<file path="config.mk">
export PLATFORM = sky130hd
export DESIGN_NAME = ahbl_i2s_tx
export DESIGN_NICKNAME = d
export VERILOG_FILES = /design/src/rtl/ahbl_i2s_tx.sv
export SDC_FILE = /design/constraint.sdc
export NUM_CORES = 1
export LEC_CHECK = 0
export ABC_AREA = 1
export CAP_MARGIN = 5
export CORE_ASPECT_RATIO = 1.25
export CORE_MARGIN = 10
export CORE_UTILIZATION = 35
export DETAILED_ROUTE_END_ITERATION = 8
export PLACE_DENSITY_LB_ADDON = 0.2
export SLEW_MARGIN = 10
export SYNTH_ARGS = -nofsm -noshare
export SYNTH_HDL_FRONTEND = slang
export SYNTH_SLANG_ARGS = --single-unit
</file>
<file path="constraint.sdc">
create_clock -name HCLK -period 7.9 [get_ports HCLK]
set_clock_uncertainty 0.05 [all_clocks]
set_input_delay 0.79 -clock HCLK [delete_from_list [all_inputs] [get_ports HCLK]]
set_output_delay 0.79 -clock HCLK [all_outputs]
set_load 0.005 [all_outputs]
</file>
<file path="src/rtl/ahbl_i2s_tx.sv">
// AHB-Lite slave I2S master transmitter: 32-bit sample FIFO, SCK/WS generation, MSB-first SD.
// Optional macro I2S_TX_IRQ_EN adds the irq output and the THRESH register at 0x10.
module ahbl_i2s_tx #(
    parameter int FIFO_AW = 4,
    parameter int PRE_W   = 8
) (
    input  logic        HCLK,
    input  logic        HRESET,
    input  logic [31:0] HADDR,
    input  logic [1:0]  HTRANS,
    input  logic        HWRITE,
    input  logic [2:0]  HSIZE,
    input  logic [31:0] HWDATA,
    input  logic        HSEL,
    input  logic        HREADY,
    output logic [31:0] HRDATA,
    output logic        HREADYOUT,
    output logic        SCK,
    output logic        WS,
    output logic        SD,
`ifdef I2S_TX_IRQ_EN
    output logic        irq,
`endif
    output logic        empty
);
    logic [7:0]         r_addr;
    logic               r_trans, r_write, r_sel;
    logic               r_en, r_sck, r_ws, r_sd, r_und, r_ovf;
    logic [PRE_W-1:0]   r_presc, r_cnt;
    logic [5:0]         r_pos;
    logic [31:0]        r_sh;
    logic [31:0]        r_mem [2**FIFO_AW];
    logic [FIFO_AW:0]   r_wp, r_rp;

    logic               w_wr, w_wr_ctrl, w_wr_stat, w_wr_data, w_wr_presc;
    logic [FIFO_AW:0]   w_level;
    logic               w_empty, w_full, w_flush, w_push, w_pop, w_pop_req;
    logic               w_en_rise, w_en_off, w_tick, w_fall, w_rise, w_slot0;
    logic [5:0]         w_pos_nxt;
    logic [31:0]        w_word;
    logic               w_unused;

    always_ff @(posedge HCLK or posedge HRESET) begin
        if (HRESET) begin
            r_addr  <= '0;
            r_trans <= 1'b0;
            r_write <= 1'b0;
            r_sel   <= 1'b0;
        end else if (HREADY) begin
            r_addr  <= HADDR[7:0];
            r_trans <= HTRANS[1];
            r_write <= HWRITE;
            r_sel   <= HSEL;
        end
    end

    assign w_wr       = r_sel & r_trans & r_write;
    assign w_wr_ctrl  = w_wr & (r_addr == 8'h00);
    assign w_wr_stat  = w_wr & (r_addr == 8'h04);
    assign w_wr_data  = w_wr & (r_addr == 8'h08);
    assign w_wr_presc = w_wr & (r_addr == 8'h0C);

    assign w_level = r_wp - r_rp;
    assign w_empty = (w_level == '0);
    assign w_full  = w_level[FIFO_AW];
    assign w_flush = w_wr_ctrl & HWDATA[1];

    assign w_en_rise = w_wr_ctrl & HWDATA[0] & ~r_en;
    assign w_en_off  = w_wr_ctrl & ~HWDATA[0];
    assign w_tick    = r_en & (r_cnt == '0);
    // Enabling fires the left-p0 falling edge immediately; SCK is already low then.
    assign w_fall    = w_en_rise | (w_tick & r_sck & ~w_en_off);
    assign w_rise    = w_tick & ~r_sck;
    assign w_pos_nxt = w_en_rise ? 6'd0 : r_pos + 6'd1;
    assign w_slot0   = (w_pos_nxt[4:0] == 5'd0);

    assign w_pop_req = w_fall & w_slot0;
    assign w_pop     = w_pop_req & ~w_empty;
    assign w_push    = w_wr_data & (~w_full | w_pop) & ~w_flush;
    assign w_word    = w_empty ? '0 : r_mem[r_rp[FIFO_AW-1:0]];

    always_ff @(posedge HCLK) begin
        if (w_push)
            r_mem[r_wp[FIFO_AW-1:0]] <= HWDATA;
    end

    always_ff @(posedge HCLK or posedge HRESET) begin
        if (HRESET) begin
            r_wp    <= '0;
            r_rp    <= '0;
            r_und   <= 1'b0;
            r_ovf   <= 1'b0;
            r_presc <= PRE_W'(3);
        end else begin
            if (w_flush) begin
                r_wp <= '0;
                r_rp <= '0;
            end else begin
                r_wp <= r_wp + {{FIFO_AW{1'b0}}, w_push};
                r_rp <= r_rp + {{FIFO_AW{1'b0}}, w_pop};
            end
            r_und <= (w_pop_req & w_empty) | (r_und & ~(w_wr_stat & HWDATA[2]));
            r_ovf <= (w_wr_data & w_full & ~w_pop & ~w_flush) | (r_ovf & ~(w_wr_stat & HWDATA[3]));
            if (w_wr_presc)
                r_presc <= HWDATA[PRE_W-1:0];
        end
    end

    always_ff @(posedge HCLK or posedge HRESET) begin
        if (HRESET) begin
            r_en  <= 1'b0;
            r_cnt <= '0;
            r_pos <= '0;
            r_sck <= 1'b0;
            r_ws  <= 1'b0;
            r_sd  <= 1'b0;
            r_sh  <= '0;
        end else if (w_en_off) begin
            r_en  <= 1'b0;
            r_cnt <= '0;
            r_pos <= '0;
            r_sck <= 1'b0;
            r_ws  <= 1'b0;
            r_sd  <= 1'b0;
        end else begin
            if (w_en_rise)
                r_en <= 1'b1;
            if (w_fall) begin
                r_sck <= 1'b0;
                r_cnt <= r_presc;
                r_pos <= w_pos_nxt;
                // WS leads the slot MSB by one bit: high over frame positions 31..62
                r_ws  <= (w_pos_nxt >= 6'd31) && (w_pos_nxt <= 6'd62);
                if (w_slot0) begin
                    r_sh <= w_word;
                    r_sd <= w_word[31];
                end else begin
                    r_sh <= {r_sh[30:0], 1'b0};
                    r_sd <= r_sh[30];
                end
            end else if (w_rise) begin
                r_sck <= 1'b1;
                r_cnt <= r_presc;
            end else if (r_en) begin
                r_cnt <= r_cnt - 1'b1;
            end
        end
    end

`ifdef I2S_TX_IRQ_EN
    logic [FIFO_AW:0] r_thresh;
    logic             r_irq;
    always_ff @(posedge HCLK or posedge HRESET) begin
        if (HRESET) begin
            r_thresh <= '0;
            r_irq    <= 1'b0;
        end else begin
            if (w_wr & (r_addr == 8'h10))
                r_thresh <= HWDATA[FIFO_AW:0];
            r_irq <= (r_en & (w_level <= r_thresh)) | r_und;
        end
    end
    assign irq = r_irq;
`endif

    always_comb begin
        HRDATA = 32'hBADDBEEF;
        case (r_addr)
            8'h00: HRDATA = {31'b0, r_en};
            8'h04: begin
                HRDATA = '0;
                HRDATA[0] = w_empty;
                HRDATA[1] = w_full;
                HRDATA[2] = r_und;
                HRDATA[3] = r_ovf;
                HRDATA[8 +: FIFO_AW+1] = w_level;
            end
            8'h08: HRDATA = '0;
            8'h0C: HRDATA = {{(32-PRE_W){1'b0}}, r_presc};
`ifdef I2S_TX_IRQ_EN
            8'h10: HRDATA = {{(31-FIFO_AW){1'b0}}, r_thresh};
`endif
            default: HRDATA = 32'hBADDBEEF;
        endcase
    end

    assign HREADYOUT = 1'b1;
    assign SCK       = r_sck;
    assign WS        = r_ws;
    assign SD        = r_sd;
    assign empty     = w_empty;
    assign w_unused  = ^{HSIZE, HADDR[31:8], HTRANS[0], r_sh[31]};
endmodule
</file>
Yosys cells after proc, flatten, opt, wreduce, memory -nomap -nowiden
Memory sizes are Yosys's and may differ from the RTL's.
Cells that the tools add are included.
{ "op_classes": {"add_sub_neg": 5, "mul": 0, "n_div": 0, "magnitude_cmp": 2, "eq_ne": 3, "shifts": 0, "muxes": 24, "n_bitwise": 40, "reduce_logical": 10} }
{ "op_table": {"columns": ["op", "n"], "rows": [
  ["32-bit case mux with 4 select lines", 1],
  ["32-bit 2-to-1 mux", 1],
  ["8-bit 2-to-1 mux", 4],
  ["31-bit 2-to-1 mux", 1],
  ["1-bit AND", 26],
  ["6-bit 2-to-1 mux", 3],
  ["8-bit by 4-bit == test with 1-bit output, second input constant", 2],
  ["8-bit zero test", 2],
  ["1-bit 2-to-1 mux", 12],
  ["5-bit by 1-bit adder with 5-bit output", 2],
  ["5-bit zero test", 2],
  ["5-bit 2-to-1 mux", 2],
  ["1-bit inverter", 10],
  ["8-bit by 3-bit == test with 1-bit output, second input constant", 1],
  ["8-bit by 1-bit subtractor with 8-bit output, second input constant", 1],
  ["6-bit by 1-bit adder with 6-bit output, second input constant", 1],
  ["6-bit by 5-bit greater-or-equal comparator with 1-bit output, second input constant", 1],
  ["6-bit less-or-equal comparator, second input constant", 1],
  ["5-bit subtractor", 1],
  ["1-bit bitwise OR", 4],
  ["2-bit nonzero test", 2],
  ["4-bit nonzero test", 1],
  ["3-bit nonzero test", 1],
  ["2-bit AND reduction", 1],
  ["1-bit logical AND", 1]
]} }
{ "totals": {"ff_bits": 80, "latchBits": 0, "mem_bits_rw": 512, "rom_bits": 0, "inputBits": 74, "out_inout_bits": 37, "wordCells": 101, "memories": 1} }
{ "mem_list": {"columns": ["name", "depth", "width", "rd", "rd_ports_with_merged_regs", "wr", "line", "rtl"], "rows": [
  ["r_mem", 16, 32, 1, 0, 1, "32", "logic [31:0] r_mem [2**FIFO_AW];"]
]} }

Logic depth before layout (Yosys ltp)
Gate-level depths: netlist of run 1.
{ "depth": {"word_depth": 14, "ltp_mapped": 19, "mapped_depth_nobuf": 17} }

Worst setup path before layout of run 1
Ideal clock, no wire load.
{ "synth_timing": {"kind": "flip-flop to flip-flop", "startpoint": "register r_rp[2]", "endpoint": "memory r_mem[0][0], enable pin", "setup_ns": 0.421, "arrival_time_ns": 3.292, "required_ns": 7.429, "path_slack_ns": 4.137, "path_stages_with_launch": 13, "path_buffers": 3, "period_less_slack_ns": 3.763, "cell_sequence": "dfrtp_1 -> buf_2 -> inv_1 -> buf_2 -> buf_1 -> ha_1 -> nand3b_1 -> nand2_1 -> xnor2_1 -> inv_1 -> nand2_2 -> nand3_1 -> nor2_1"} }
{ "synth_between": {"elab_chain_cells": 9, "word_cells_on_any_way": 10, "classes_between": "1 x add/sub; 2 x mux; 6 x bitwise; 1 x reduce/logical"} }
{ "synth_rtl": {"columns": ["element", "line", "rtl"], "rows": [
  ["from (decl)", "33", "logic [FIFO_AW:0] r_wp, r_rp;"],
  ["from (signal assigned)", "100", "r_rp <= r_rp + {{FIFO_AW{1'b0}}, w_pop};"],
  ["5-bit subtractor *", "63", "assign w_level = r_wp - r_rp;"],
  ["5-bit zero test", "64", "assign w_empty = (w_level == '0);"],
  ["1-bit inverter", "78", "assign w_pop = w_pop_req & ~w_empty;"],
  ["1-bit AND", "78", null],
  ["1-bit bitwise OR *", "79", "assign w_push = w_wr_data & (~w_full | w_pop) & ~w_flush;"],
  ["1-bit AND * (2 in series)", "79", null],
  ["1-bit 2-to-1 mux *", "83", "if (w_push)"],
  ["1-bit 2-to-1 mux (not written as such) *", "84", "r_mem[r_wp[FIFO_AW-1:0]] <= HWDATA;"],
  ["to (decl)", "32", null]
]} }
Mark *: on every way between the ends. The rest lies on a longest branch, timed or not.

Worst setup path after layout of run 1
{ "layout_timing": {"startpoint": "register r_rp[1]", "endpoint": "output HRDATA[0]"} }
{ "layout_between": {"elab_chain_cells": 3} }
{ "layout_rtl": {"columns": ["element", "line", "rtl"], "rows": [
  ["5-bit subtractor", "63", null],
  ["5-bit zero test", "64", null],
  ["32-bit case mux with 4 select lines", "168", "case (r_addr)"],
  ["to (decl)", "16", "output logic [31:0] HRDATA,"]
]} }
Every way passes these cells.

==> results of run 1 <==
==> worst min path at each step <==
stage | endpoint | slack [ps] | start
floorplan | r_sh[1] | 400 | r_sh[1]
global placement | r_sh[7] | 410 | r_sh[7]
detailed placement | r_sh[22] | 410 | r_sh[22]
CTS | r_sh[23] | 400 | HRESET
global route | r_sh[3] | 430 | HRESET
finish | r_sh[3] | 400 | HRESET
==> power by group <==
| group | switching [W] | leakage, nW | internal [W] |
|---|---|---|---|
| clock network | 0.00122 | 0.970 | 0.00165 |
| registers | 0.0000267 | 5.60 | 0.00343 |
| logic | 0.000145 | 4.04 | 0.0000803 |
| total | 0.00139 | 10.6 | 0.00516 |
==> per-layer routing <==
layer	vias up	GRT usage
met5	-	0
met4	4	0.0630
met3	119	0.0251
met2	450	0.282
met1	8051	0.208
li1	7714	-
==> through the flow <==
step	instance area [sq um]	hold WS (ps)	std cells
floorplan	24700	399	2227
global placement	26400	415	3131
detailed placement	26400	415	3131
CTS	28300	400	3241
global route	28300	433	3243
finish	28300	404	3243
==> Yosys cell counts, types with 3 or more instances <==
library cell	count	area [sq um]
a21oi_1	11	55.1
buf_1	15	56.3
buf_2	43	215
buf_4	19	143
buf_6	3	33.8
clkbuf_1	57	214
dfrtp_1	78	1950
edfxtp_1	512	15400
ha_1	11	138
inv_1	93	349
inv_2	6	22.5
mux2_2	6	67.6
nand2_1	561	2110
nand3_1	362	1810
nand4_1	31	194
nor2_1	234	878
nor3_1	58	290
o211ai_1	3	22.5
o21ai_0	74	370
o21ai_1	6	30.0
o22ai_1	3	18.8
xnor2_1	5	43.8
xor2_1	6	52.6
==> sequential cells by signal (all words and copies together), names as in the netlist, 5 cells and up <==
signal / cells
r_addr: 8
r_cnt: 8
r_mem: 512
r_pos: 6
r_presc: 8
r_rp: 5
r_sh: 31
r_wp: 5
==> cells by family (layout without fill, tap and decap cells) <==
group                      after synthesis  after routing  share of synthesized area
other                                    2              9                   0.000304
AOI/OAI and AO/OA                      101            101                     0.0215
and+or+nand+nor                       1261           1261                      0.220
buffers and inverters                  237            316                     0.0420
muxes                                    6              6                    0.00274
adders and majority gates               12             12                    0.00638
xor gates and xnor gates                11             11                    0.00390
DFF                                    592            592                      0.704
==> cell type report <==
| cell class | instances | area (sq um) | share of cell area |
|---|---|---|---|
| flip-flops and latches | 592 | 17400 | 0.613 |
| multi-input cells | 1398 | 6440 | 0.227 |
| clock buffers | 73 | 1540 | 0.0542 |
| well taps | 935 | 1170 | 0.0413 |
| repair buffers | 106 | 996 | 0.0351 |
| clock inverters | 37 | 427 | 0.0151 |
| inverters | 100 | 383 | 0.0135 |
| diodes | 2 | 5.00 | 0.000177 |
==> worst max-delay path, cell delays in order (launching register included) <==
cell and delay [ps]:
dfrtp_4 450, clkinv_2 770, ha_1 640, nand3b_1 80
nand2_1 70, xnor2_1 150, nand3_2 80, buf_4 530
inv_1 220, nand2_1 110, o2111ai_1 120, clkdlybuf4s50_1 510
==> results.cfg, run 1 <==
[route]
vias = 16338
drtPass1Iterations = 6
wl_per_cell_um = 21.0
wl_met1_mm = 28.4
route.detailed.drc = 0
post_drt_via_cell_ratio = 5.04
dr_wl_met3_mm = 3.49
drt_wl_total_mm = 68.0
dr_wl_met2_mm = 34.0
ant_nets = 0
first_iter_violations = 1387
top_layer = met5

[setup_path]
rr_endpoint = r_mem[1][19]
cp-start-kind = register
r2r_start = r_rp[2]
endpoint = HRDATA[0]
end_kind = primary output
r2r_slack_ps = 3480
startpoint = r_rp[1]
r2r_cells = 11
cp_data_required_time_ps = 7060
cp.arrival_ps = 4370
path_max_fanout = 47
path_class = reg -> out

[clocking]
hold_buffers = 0
clock_tree.buffer_depth = 3
postCtsResizedCells = 0
clock_latency_ps = 640
clk_pin_slew_ps = 60
cts.sinks = 592
cts_root_buf = clkbuf_16
postCtsSetupRepairBufs = 0
cts_tree = done
cts_max_level = 2
cts_buffers = 58

[layout]
layout-drive-gt1-share = 0.0755
n_fill_cell = 6640
utilization = 0.407
layout_commonest_cell = nand2_1
layout_common_cells = 559 x nand2_1, 512 x edfxtp_1, 361 x nand3_1, 218 x nor2_1, 89 x inv_1
area_growth_syn_to_layout_pct = 14.8
nNetsFinal = 2342

[hold_path]
hp-class = in -> async

[global_route]
overflow = 0
grt_pass1_wl_mm = 103
grt_usage = 0.165
antenna_found_initial = 4
first_global_vias = 16207
grt_max_degree = 139

[timing]
finalHoldViolCount = 0
fin_ws_ps = 2690
slew_viol_final = 0
finalSetupViolations = 0
rsz0062_at_grt = no
post-route-min-period_ps = 5210
fmax_ghz = 0.192
tightestPinTransition_ps = 1070
fin_crit_sh = 0.659
slew-limit-headroom = 0.284
fin_tns_setup_ps = 0

[synthesis]
ys_async_sr_fraction = 0.135
yosys_warnings = 0
avgSynthCellArea_sq_um = 11.1
synth_cells = 2222
synth_edf_count = 512
synth_seq_cells = 592
ys.flop_type = edfxtp_1
netlist_area_sq_um = 24700
synth.distinct_cells = 41
seq_area_frac_synth = 0.704

[die]
pin_count = 111
rows = 108
initial_core_util = 0.354
die_y_um = 317
dieWidth_um = 258
fp.coreArea_sq_um = 69700
dieArea_sq_um = 81700

[power]
ir_worst_vdd_v = 0.000156
total_power_w = 0.00655
powerDensity_nw_per_um2 = 231
p_leak_nw = 10.6

[status]
status = finished, final reports clean

[run]
drv_cap = 0

[place]
portBuffers = 75
place_ws_ps = 2510
gp_congestion = 0.775
dpl.hpwl_mm = 35.6
Note: power is estimated with default switching activity, not from simulation.
==> inputs of run 2 (changes only) <==
Clock period 7.9 ns to 5.3 ns, I/O delays scaled along.
==> results.cfg, run 2 (same netlist as run 1, synthesis figures left out) <==
[status]
status = finished, final reports clean

[setup_path]
path_max_fanout = 41
worstPathCellList = buf_4, clkinv_2, ha_1, nand3b_1, nand2_1, xnor2_1, nand3_2, inv_1, nand2_1, o2111ai_1, clkdlybuf4s50_1
cp-start-kind = register
path_class = reg -> out
cp_top_family = buffers and inverters
cp_slowest_cell = clkdlybuf4s50_1
cp.buffers_inverters = 4
cp.arrival_ps = 3450
end_kind = primary output
cp_data_required_time_ps = 4720
critPathMaxStageDelay_ps = 590
cpMostUsedCell = nand2_1

[timing]
fin_tns_setup_ps = 0
slew-limit-headroom = 0.279
post-route-min-period_ps = 4030
tightestPinTransition_ps = 1080
fin_ws_ps = 1270
rsz0062_at_grt = no
finalSetupViolations = 0
fin_crit_sh = 0.760
fmax_ghz = 0.248
timing.hold.ws_ps = 386
finalHoldViolCount = 0
slew_viol_final = 0

[place]
portBuffers = 75
dpl.hpwl_mm = 36.3
gp_congestion = 0.797
place_ws_ps = 1370

[layout]
area_growth_syn_to_layout_pct = 15.2
largest_reg_flops = 512
regArea_sq_um = 17400
nNetsFinal = 2353
utilization = 0.408
n_fill_cell = 6591
layout-drive-gt1-share = 0.0794
layout_common_cells = 559 x nand2_1, 512 x edfxtp_1, 361 x nand3_1, 218 x nor2_1, 89 x inv_1
multi_input_area_sq_um = 6430
diodes = 0
layout_commonest_cell = nand2_1

[global_route]
grt_usage = 0.160
grt_max_degree = 107
antenna_found_initial = 1
first_global_vias = 15628
grt_pass1_wl_mm = 99.7
overflow = 0

[clocking]
cts_tree = done
cts.sinks = 592
clk_pin_slew_ps = 70
clock_tree.buffer_depth = 3
cts_buffers = 59
postCtsSetupRepairBufs = 0
postCtsResizedCells = 0
cts_root_buf = clkbuf_16
clock_latency_ps = 610
hold_buffers = 0
cts_max_level = 2

[die]
rows = 108
fp.coreArea_sq_um = 69700
pin_count = 111
die_y_um = 317
initial_core_util = 0.354
dieWidth_um = 258
dieArea_sq_um = 81700

[route]
drtPass1Iterations = 5
post_drt_via_cell_ratio = 4.97
ant_nets = 0
first_iter_violations = 1365
vias = 16171
drt_wl_total_mm = 66.3
wl_per_cell_um = 20.4
route.detailed.drc = 0

[power]
powerDensity_nw_per_um2 = 338
ir_worst_vdd_v = 0.000240
total_power_w = 0.00961
p_leak_nw = 10.6

[hold_path]
hp-class = in -> async

[run]
drv_cap = 0
run 2: changes by cell type in the layout (fill, tap and decap cells not counted), moves of 2 or more:
cell       previous run  this run
buf_12                1        10
clkinv_2             17        20
bufinv_16             8         6
diode_2               2         0
inv_16                2         0
nand2_2               2         4
nand2_4               3         1
run 2: through the flow:
stage | cell area, sq um | instances
finish | 28400 | 3251
global route | 28400 | 3251
CTS | 28400 | 3251
detailed placement | 26600 | 3141
global placement | 26600 | 3141
floorplan | 24700 | 2227
run 2: layout make-up:
class	instances	share of cell area
Multi-Input combinational cell	1398	0.226
Timing Repair Buffer	116	0.0416
Tap cell	935	0.0411
Inverter	100	0.0135
Clock buffer	73	0.0544
Sequential cell	592	0.611
Clock inverter	37	0.0121
run 2: worst register-to-register path, delay by kind of cell (launching register included):
kind	cells	cell delay, ps
and+or+nand+nor	5	1480
adders and majority gates	2	630
DFF	1	510
buffers and inverters	2	410
xor gates and xnor gates	1	150
run 2: report_power, final:
part | total [W] | switching (W) | internal (W)
sequential | 0.00515 | 0.0000381 | 0.00511
combinational | 0.000331 | 0.000211 | 0.000120
clock | 0.00413 | 0.00176 | 0.00237
run 2: worst paths after layout:
kind	from	endpoint	slack, ps	cells past startpoint
worst max-delay path	r_rp[1]	HRDATA[0]	1270	11
worst min-delay path	HRESET	WS	390	2
worst max register to register	r_rp[0]	r_mem[8][5]	1760	10
worst min register to register	r_sh[25]	r_sh[25]	430	2
max in group asynchronous	HRESET	r_presc[1]	3810	3
min in group HCLK	r_sh[25]	r_sh[25]	430	2
run 2: metal layers:
metal,up-vias,track usage,share of wire
met2,415,0.275,0.49
met4,2,0.0498,0.026
met1,7926,0.207,0.43
met3,93,0.0216,0.049
met5,-,0,0.00014
li1,7735,-,-
